## src/rtl/uart_pkg.sv

```systemverilog
// Shared UART definitions: state encodings, 8N1 frame constants and bit-timing helpers.
package uart_pkg;

  typedef enum logic [2:0] {
    IDLE      = 3'd0,
    START     = 3'd1,
    DATA      = 3'd2,
    STOP      = 3'd3,
    WAIT_HIGH = 3'd4
  } uartState_t;

  localparam int DATA_BITS        = 8;
  localparam int STOP_BITS        = 1;
  localparam int MIN_CLKS_PER_BIT = 8;

  function automatic int clksPerBit(input int clockFrequency, input int baudRate);
    return clockFrequency / baudRate;
  endfunction

  function automatic int halfBit(input int clks);
    return clks / 2;
  endfunction

endpackage

```

## src/rtl/uart_rx_sync.sv

```systemverilog
// Two-flop synchronizer for the RX pin (resets to idle-high) with falling-edge detect.
module uart_rx_sync (
  input  logic Clk,
  input  logic Reset,
  input  logic RxWire,
  output logic RxSync,
  output logic RxFall
);

  logic rxMeta_p0;
  logic rxSync_p1;
  logic rxDly_p2;

  always_ff @(posedge Clk or negedge Reset) begin
    if (!Reset) begin
      rxMeta_p0 <= 1'b1;
      rxSync_p1 <= 1'b1;
      rxDly_p2  <= 1'b1;
    end else begin
      rxMeta_p0 <= RxWire;
      rxSync_p1 <= rxMeta_p0;
      rxDly_p2  <= rxSync_p1;
    end
  end

  assign RxSync = rxSync_p1;
  assign RxFall = rxDly_p2 & ~rxSync_p1;

endmodule

```

## src/rtl/uart_rx.sv

```systemverilog
// 8N1 UART receiver: mid-bit 2-of-3 majority sampling, valid/ready holding register,
// frame-error pulse and sticky overrun flag.
module uart_rx
  import uart_pkg::*;
#(
  parameter int CLOCK_FREQUENCY = 1_000_000,
  parameter int BAUD_RATE       = 9600
) (
  input  logic       Clk,
  input  logic       Reset,
  input  logic       RxWire,
  output logic [7:0] RxData,
  output logic       RxValid,
  input  logic       RxReady,
  output logic       RxFrameError,
  output logic       RxOverrun,
  output logic       RxBusy
);

  localparam int CLKS_PER_BIT = clksPerBit(CLOCK_FREQUENCY, BAUD_RATE);
  localparam int HALF_BIT     = halfBit(CLKS_PER_BIT);
  localparam int TIMER_W      = $clog2(CLKS_PER_BIT);

  localparam logic [TIMER_W-1:0] TIMER_LAST = TIMER_W'(CLKS_PER_BIT - 1);
  localparam logic [TIMER_W-1:0] SAMPLE_A   = TIMER_W'(HALF_BIT - 1);
  localparam logic [TIMER_W-1:0] SAMPLE_B   = TIMER_W'(HALF_BIT);
  localparam logic [TIMER_W-1:0] DECIDE_AT  = TIMER_W'(HALF_BIT + 1);
  localparam logic [2:0]         LAST_BIT   = 3'(DATA_BITS - 1);

  if (CLKS_PER_BIT < MIN_CLKS_PER_BIT) begin : gBaudCheck
    $error("uart_rx: CLOCK_FREQUENCY/BAUD_RATE must give at least 8 clocks per bit");
  end
  if (DATA_BITS != 8 || STOP_BITS != 1) begin : gFrameCheck
    $error("uart_rx: only the 8N1 frame format is implemented");
  end

  function automatic logic majority3(input logic a, input logic b, input logic c);
    return (a & b) | (a & c) | (b & c);
  endfunction

  uartState_t             state;
  uartState_t             nextState;
  logic [TIMER_W-1:0]     bitTimer;
  logic [2:0]             bitIdx;
  logic                   sampleA;
  logic                   sampleB;
  logic [DATA_BITS-1:0]   shiftReg;
  logic                   rxSync;
  logic                   rxFall;
  logic                   wrap;
  logic                   decide;
  logic                   bitVal;
  logic                   accept;
  logic                   deliverStb;
  logic                   frameErrStb;

  uart_rx_sync uSync (
    .Clk    (Clk),
    .Reset  (Reset),
    .RxWire (RxWire),
    .RxSync (rxSync),
    .RxFall (rxFall)
  );

  assign wrap   = (bitTimer == TIMER_LAST);
  assign decide = (bitTimer == DECIDE_AT);
  assign bitVal = majority3(sampleA, sampleB, rxSync);
  assign accept = RxValid & RxReady;

  always_ff @(posedge Clk or negedge Reset) begin
    if (!Reset) state <= IDLE;
    else        state <= nextState;
  end

  always_comb begin
    nextState = state;
    unique case (state)
      IDLE:      if (rxFall) nextState = START;
      START: begin
        if (decide && bitVal) nextState = IDLE;
        else if (wrap)        nextState = DATA;
      end
      DATA:      if (wrap && bitIdx == LAST_BIT) nextState = STOP;
      STOP:      if (decide) nextState = bitVal ? IDLE : WAIT_HIGH;
      WAIT_HIGH: if (rxSync) nextState = IDLE;
      default:   nextState = IDLE;
    endcase
  end

  always_comb begin
    RxBusy      = (state != IDLE);
    deliverStb  = (state == STOP) && decide && bitVal;
    frameErrStb = (state == STOP) && decide && !bitVal;
  end

  // Timer idles at zero outside the bit-timed states, so entering START starts a fresh bit.
  always_ff @(posedge Clk or negedge Reset) begin
    if (!Reset) begin
      bitTimer <= '0;
      bitIdx   <= '0;
    end else begin
      if (state == IDLE || state == WAIT_HIGH || wrap) bitTimer <= '0;
      else                                             bitTimer <= bitTimer + 1'b1;
      if (state == START)             bitIdx <= '0;
      else if (state == DATA && wrap) bitIdx <= bitIdx + 1'b1;
    end
  end

  always_ff @(posedge Clk) begin
    if (bitTimer == SAMPLE_A) sampleA <= rxSync;
    if (bitTimer == SAMPLE_B) sampleB <= rxSync;
    if (state == DATA && decide) shiftReg <= {bitVal, shiftReg[DATA_BITS-1:1]};
  end

  // A delivery that finds the register full and unaccepted is dropped and flagged.
  always_ff @(posedge Clk or negedge Reset) begin
    if (!Reset) begin
      RxData       <= '0;
      RxValid      <= 1'b0;
      RxOverrun    <= 1'b0;
      RxFrameError <= 1'b0;
    end else begin
      RxFrameError <= frameErrStb;
      if (accept) begin
        RxValid   <= 1'b0;
        RxOverrun <= 1'b0;
      end
      if (deliverStb) begin
        if (!RxValid || accept) begin
          RxData  <= shiftReg;
          RxValid <= 1'b1;
        end else begin
          RxOverrun <= 1'b1;
        end
      end
    end
  end

endmodule

```

## config.mk

```make
export PLATFORM = sky130hd
export DESIGN_NAME = uart_rx
export DESIGN_NICKNAME = d
export VERILOG_FILES = /design/src/rtl/uart_pkg.sv /design/src/rtl/uart_rx_sync.sv /design/src/rtl/uart_rx.sv
export SDC_FILE = /design/constraint.sdc
export NUM_CORES = 1
export LEC_CHECK = 0
export CORE_AREA = 4 4 86 48
export DETAILED_ROUTE_END_ITERATION = 6
export DIE_AREA = 0 0 90 52
export HOLD_SLACK_MARGIN = 0.08
export PLACE_DENSITY = 0.72
export SLEW_MARGIN = 20
export SYNTH_ARGS = -nofsm -noshare
export SYNTH_HDL_FRONTEND = slang
export SYNTH_HIERARCHICAL = 1
export SYNTH_SLANG_ARGS = --single-unit
```

## constraint.sdc

```tcl
create_clock -name Clk -period 1.7 [get_ports Clk]
set_input_delay 0.34 -clock Clk [delete_from_list [all_inputs] [get_ports Clk]]
set_output_delay 0.34 -clock Clk [all_outputs]
set_load 0.005 [all_outputs]
```

### Word-level counts from Yosys, hierarchy flattened

Index checks and enable logic that the tools add are counted.

| word-level totals | value |
|---|---|
| logic and storage cells | 71 |
| register bits | 37 |
| output and inout bits | 12 |
| input bits | 4 |

| operators by class | value |
|---|---|
| equal/unequal tests | 14 |
| add/subtract/negate cells | 2 |
| reductions and logical operators | 17 |
| bitwise gates (word level) | 8 |
| muxes and demuxes | 17 |

Operator list:

| cell | number |
|---|---|
| 3-bit two-way mux | 9 |
| 7-bit by 6-bit == test with 1-bit output, second input constant | 3 |
| 3-bit case mux with 5 select lines | 1 |
| 7-bit by 1-bit adder with 7-bit output, second input constant | 1 |
| 7-bit == test, second input constant | 1 |
| 1-bit logical AND | 7 |
| 7-bit two-way mux | 1 |
| 3-bit by 2-bit == test with 1-bit output, second input constant | 2 |
| 3-bit == test, second input constant | 2 |
| 1-bit two-way mux | 6 |
| 2-bit != test, second input constant | 3 |
| 1-bit AND | 5 |
| 5-bit AND reduction | 1 |
| 3-bit by 1-bit adder with 3-bit output, second input constant | 1 |
| 3-bit by 1-bit == test with 1-bit output, second input constant | 1 |
| 3-bit logical NOT | 1 |
| 1-bit logical OR | 3 |
| 3-bit != test, second input constant | 1 |
| 3-bit nonzero test | 1 |
| 1-bit logical NOT | 2 |
| 2-bit by 1-bit != test with 1-bit output, second input constant | 1 |
| 1-bit OR | 2 |
| 2-bit AND reduction | 1 |
| 2-bit nonzero test | 1 |
| 1-bit inverter | 1 |

### Longest topological paths before layout

| logic depth | value |
|---|---|
| depth in word-level cells | 6 |
| gate-level depth with buffers | 6 |
| depth with buffers taken out | 6 |

### Cells and area by module

Netlist, hierarchy kept.

Modules (own cells, without submodules):

| module | instances | area an instance (um2) | sequential area each (um2) | cells an instance |
|---|---|---|---|---|
| uart_rx | 1 | 1519.0 | 900.9 | 120 |
| uart_rx_sync | 1 | 92.6 | 78.8 | 4 |

### Least setup slack after synthesis

No wires, ideal clock.

| timing path | value |
|---|---|
| kind | reg2reg |
| start | register uSync.rxSync_p1, in the netlist uSync/RxSync |
| end | register RxData[0] |
| setup time | 125 ps |
| arrival | 1524 ps |
| cell stages (with the launch flop) | 5 |
| required time | 1575 ps |
| clock period less this slack | 1649 ps |
| buffers on the path | 0 |
| setup slack | 51 ps |
| cells stage by stage | dfstp_2 maj3_1 nand4_2 a21oi_4 mux2_2 |

| between the ends | value |
|---|---|
| longest elaborated chain between the ends | 5 |
| elaborated cells on any way between the ends | 6 |
| those cells by class | bitwise (4); reduce/logical (2) |

RTL lines:

| item | line | source |
|---|---|---|
| start: declaration | uart_rx_sync.sv:11 | `logic rxSync_p1;` |
| start signal: assignment | uart_rx_sync.sv:21 | `rxSync_p1 <= rxMeta_p0;` |
| 1-bit AND | uart_rx.sv:38 | `return (a & b) \| (a & c) \| (b & c);` |
| 1-bit OR | uart_rx.sv:38 |  |
| 1-bit OR (*) | uart_rx.sv:38 |  |
| named net bitVal | uart_rx.sv:52 | `logic bitVal;` |
| 1-bit logical AND (*) | uart_rx.sv:92 | `deliverStb = (state == STOP) && decide && bitVal;` |
| 2-bit AND reduction (no source line) (*) | -- |  |
| end signal: assignment | uart_rx.sv:130 | `RxData <= shiftReg;` |
| end: declaration | uart_rx.sv:12 | `output logic [7:0] RxData,` |

Mark *: on every way through the listed nets, which the timed path passes. The rest lies on a longest branch.
A chain may end at the register's enable or synchronous reset.

### Worst setup path in the final report

| timing path | value |
|---|---|
| start | register state[0] |
| end | register RxData[3] |

| between the ends | value |
|---|---|
| longest elaborated chain between the ends | 4 |

RTL lines:

| item | line | source |
|---|---|---|
| start: declaration | uart_rx.sv:41 | `uartState_t state;` |
| start signal: assignment | uart_rx.sv:72 | `else state <= nextState;` |
| 3-bit by 2-bit == test with 1-bit output | uart_rx.sv:92 |  |
| 1-bit logical AND (2 in a row) | uart_rx.sv:92 |  |
| 2-bit AND reduction (no source line) | -- |  |

Every way passes these cells.

==> flow_summary_export.csv <==
group,metric,value,unit
critical_path,crit_fanout,9,
global_routing,grt_first_pass_wirelength,5640,um
critical_path,cp_data_required_time,1.87,ns
yosys,synth-edff-count,10,
layout,syn2layout_area_growth,31.8,%
routing,wl_met2,1440,um
floorplan,pin_count,16,
sta,timing.fmax,613,MHz
routing,wl_per_cell,15.9,um
run,drv_cap,0,
layout,final_common_cell,"dfrtp_1",
layout,fin_nets,171,
clocking,path_clk_slew,0.07,ns
floorplan,die_x,90,um
power_and_ir_drop,max-vdd-ir-drop,0.690,mV
sta,final-hold-violation-count,0,
routing,wl_met1,1650,um
clocking,clk_latency,0.28,ns
global_routing,antenna_found_initial,0,
clocking,max-clock-path-buffers,2,
clocking,numCtsBuffers,5,
floorplan,die_area,4680,um2
layout,final_cell_mix,"dfrtp_1, buf_4, clkdlybuf4s50_1, edfxtp_1, nor2_1",
clocking,htree_levels,2,
critical_path,worstPathCellList,"buf_4 > and3b_2 > nand4_4 > a21oi_4 > buf_12 > mux2_4",
critical_path,cp.arrival,1.80,ns
power_and_ir_drop,finalPower,2.05,mW
routing,vias,1075,
floorplan,core,3320,um2
sta,drv_slew,0,
global_routing,grt_pass1_vias,1139,
yosys,synth_cell_type_count,41,
routing,wl_met3,114,um
critical_path,path_class,"reg -> reg",
clocking,cts_hold_buf,0,
yosys,yosysSeqAreaShare,60.8,%
yosys,ys_warn_count,6,
floorplan,die_y,52,um
critical_path,reg2reg_slack,0.07,ns
critical_path,start_kind,"flop",
critical_path,critPathBufInv,2,
layout,final_core_util,64.0,%
floorplan,start_util,48.5,%
yosys,syn_inst,124,
place,dpl.hpwl,2270,um
yosys,syn-mean-instance-area,13.0,um2
yosys,async_flop_share,73.0,%
routing,viasPerCell,5.24,
routing,routed.top_layer,"met4",
global_routing,grt_usage,15.8,%
yosys,synth_fp_nets,133,
sta,period_needed,1.63,ns
yosys,netlist_area,1610,um2
routing,first_iter_violations,102,
routing,first_pass_iters,4,
sta,rsz0062_at_grt,"true",
sta,finalCritPeriodShare,96.0,%
critical_path,slowest_delay,0.37,ns
global_routing,grt_start_max_net_pins,28,
yosys,ys.flop_type,"dfrtp_1",
clocking,clock-sinks,37,
sta,setup_viol,0,
place,gp_congestion,0.807,
yosys,ys_seq_elements,37,
sta,final.setup.tns,0,ns
sta,fin_skew,0.00628,ns
routing,antenna_left,0,
routing,drt-total-wl,3250,um
layout,antenna_cells,0,
clocking,cts_tree,"built",
critical_path,crit_slowest_cell,"dfrtp_2",
critical_path,cp_top_family,"flip-flops",
global_routing,overflow,0,
routing,route.detailed.drc,0,
critical_path,crit_path_end_kind,"flop",
worst_hold_path,hold_path_class,"reg -> reg",
power_and_ir_drop,p_leak,0.923,nW
floorplan,std_cell_rows,15,
sta,tightestPinTransition,0.349,ns
clocking,cts_root_buf,"clkbuf_8",
layout,n_fill_cell,248,
layout,drive_gt1_share,31.9,%
sta,relSlewSlack,76.8,%
power_and_ir_drop,power_density,966,nW/um2
place,port_buffers,15,
status,status,"completed",
-- per-stage QoR --
step	area (um2)	setup slack, ns	hold WS [ns]	std cells
final	2120	0.0682	0.356	205
after global placement	1920	-0.0249	0.350	193
after CTS	2060	0.00159	0.357	203
after detailed placement	1920	-0.0984	0.347	193
after global routing	2120	-0.0213	0.361	205
after floorplan	1610	0.0512	0.0444	124
-- per-layer routing --
metal	vias up	GRT usage (%)
li1	520	-
met2	21	23.6
met3	6	4.77
met4	0	7.61
met5	-	0
met1	528	21.2
-- what timing repair did --
action | 4_1_cts | 5_1_grt
resized for setup | 6 | 14
pin swaps | 1 | 0
setup buffers | 2 | 2
endpoints found under the setup margin | 10 | 13
-- state kept, by name, indices dropped and copies added, names as in the netlist --
signal	count
RxData	8
shiftReg	8
bitTimer	7
bitIdx	3
state	3
RxFrameError	1
RxOverrun	1
RxValid	1
sampleA	1
sampleB	1
uSync/RxSync	1
uSync/rxDly_p2	1
uSync/rxMeta_p0	1
-- Yosys cell counts, types with 2 or more instances --
library cell | instances | area share (%)
dfrtp_1 | 24 | 37
edfxtp_1 | 10 | 19
nor2_1 | 9 | 2.1
mux2_2 | 8 | 5.6
nand3_1 | 8 | 2.5
o21ai_0 | 7 | 2.2
inv_1 | 6 | 1.4
ha_1 | 5 | 3.9
a21oi_1 | 3 | 0.93
and3_1 | 3 | 1.2
dfstp_2 | 3 | 4.9
nand2b_1 | 3 | 1.2
a32oi_1 | 2 | 1.1
buf_2 | 2 | 0.62
nand2_1 | 2 | 0.47
nor2b_1 | 2 | 0.78
xnor2_1 | 2 | 1.1
xor2_1 | 2 | 1.1
-- where the power goes --
group          switching, mW  internal, mW
Clock                  0.294         0.321
Sequential            0.0828         0.981
Combinational          0.182         0.191
-- final timing paths --
kind                                           startpoint                     end  cells past startpoint
worst max-delay path                 state[0]$_DFFE_PN0P_   RxData[3]$_DFFE_PN0P_                      6
worst min-delay path            uSync/rxMeta_p0$_DFF_PN1_  uSync/RxSync$_DFF_PN1_                      0
max in group asynchronous                           Reset  uSync/RxSync$_DFF_PN1_                      2
worst max register to register       state[0]$_DFFE_PN0P_   RxData[3]$_DFFE_PN0P_                      6
min in group asynchronous                           Reset   RxData[1]$_DFFE_PN0P_                      2
worst min register to register  uSync/rxMeta_p0$_DFF_PN1_  uSync/RxSync$_DFF_PN1_                      0
-- cells by family after synthesis --
| family | after synthesis | synth area share [%] |
|---|---|---|
| simple gates | 42 | 16.6 |
| flops | 37 | 60.8 |
| compound gates | 18 | 7.84 |
| buf+inv | 9 | 2.48 |
| mux | 8 | 5.59 |
| fa+ha+maj | 6 | 4.50 |
| xor+xnor | 4 | 2.17 |
-- worst register-to-register path: stages, from the launching register on --
cell and delay, ns:
dfrtp_2 0.37, buf_4 0.16, and3b_2 0.24, nand4_4 0.13
a21oi_4 0.16, buf_12 0.15, mux2_4 0.31
-- cell type report --
class | count | area [um2] | share of cell area [%]
Inverter | 6 | 22.5 | 1.06
Multi-Input combinational cell | 78 | 658 | 31.0
Tap cell | 42 | 52.6 | 2.47
Timing Repair Buffer | 34 | 318 | 15.0
Sequential cell | 37 | 982 | 46.2
Clock inverter | 2 | 8.76 | 0.412
Clock buffer | 6 | 82.6 | 3.89
Note: power is estimated with default switching activity, not from simulation.
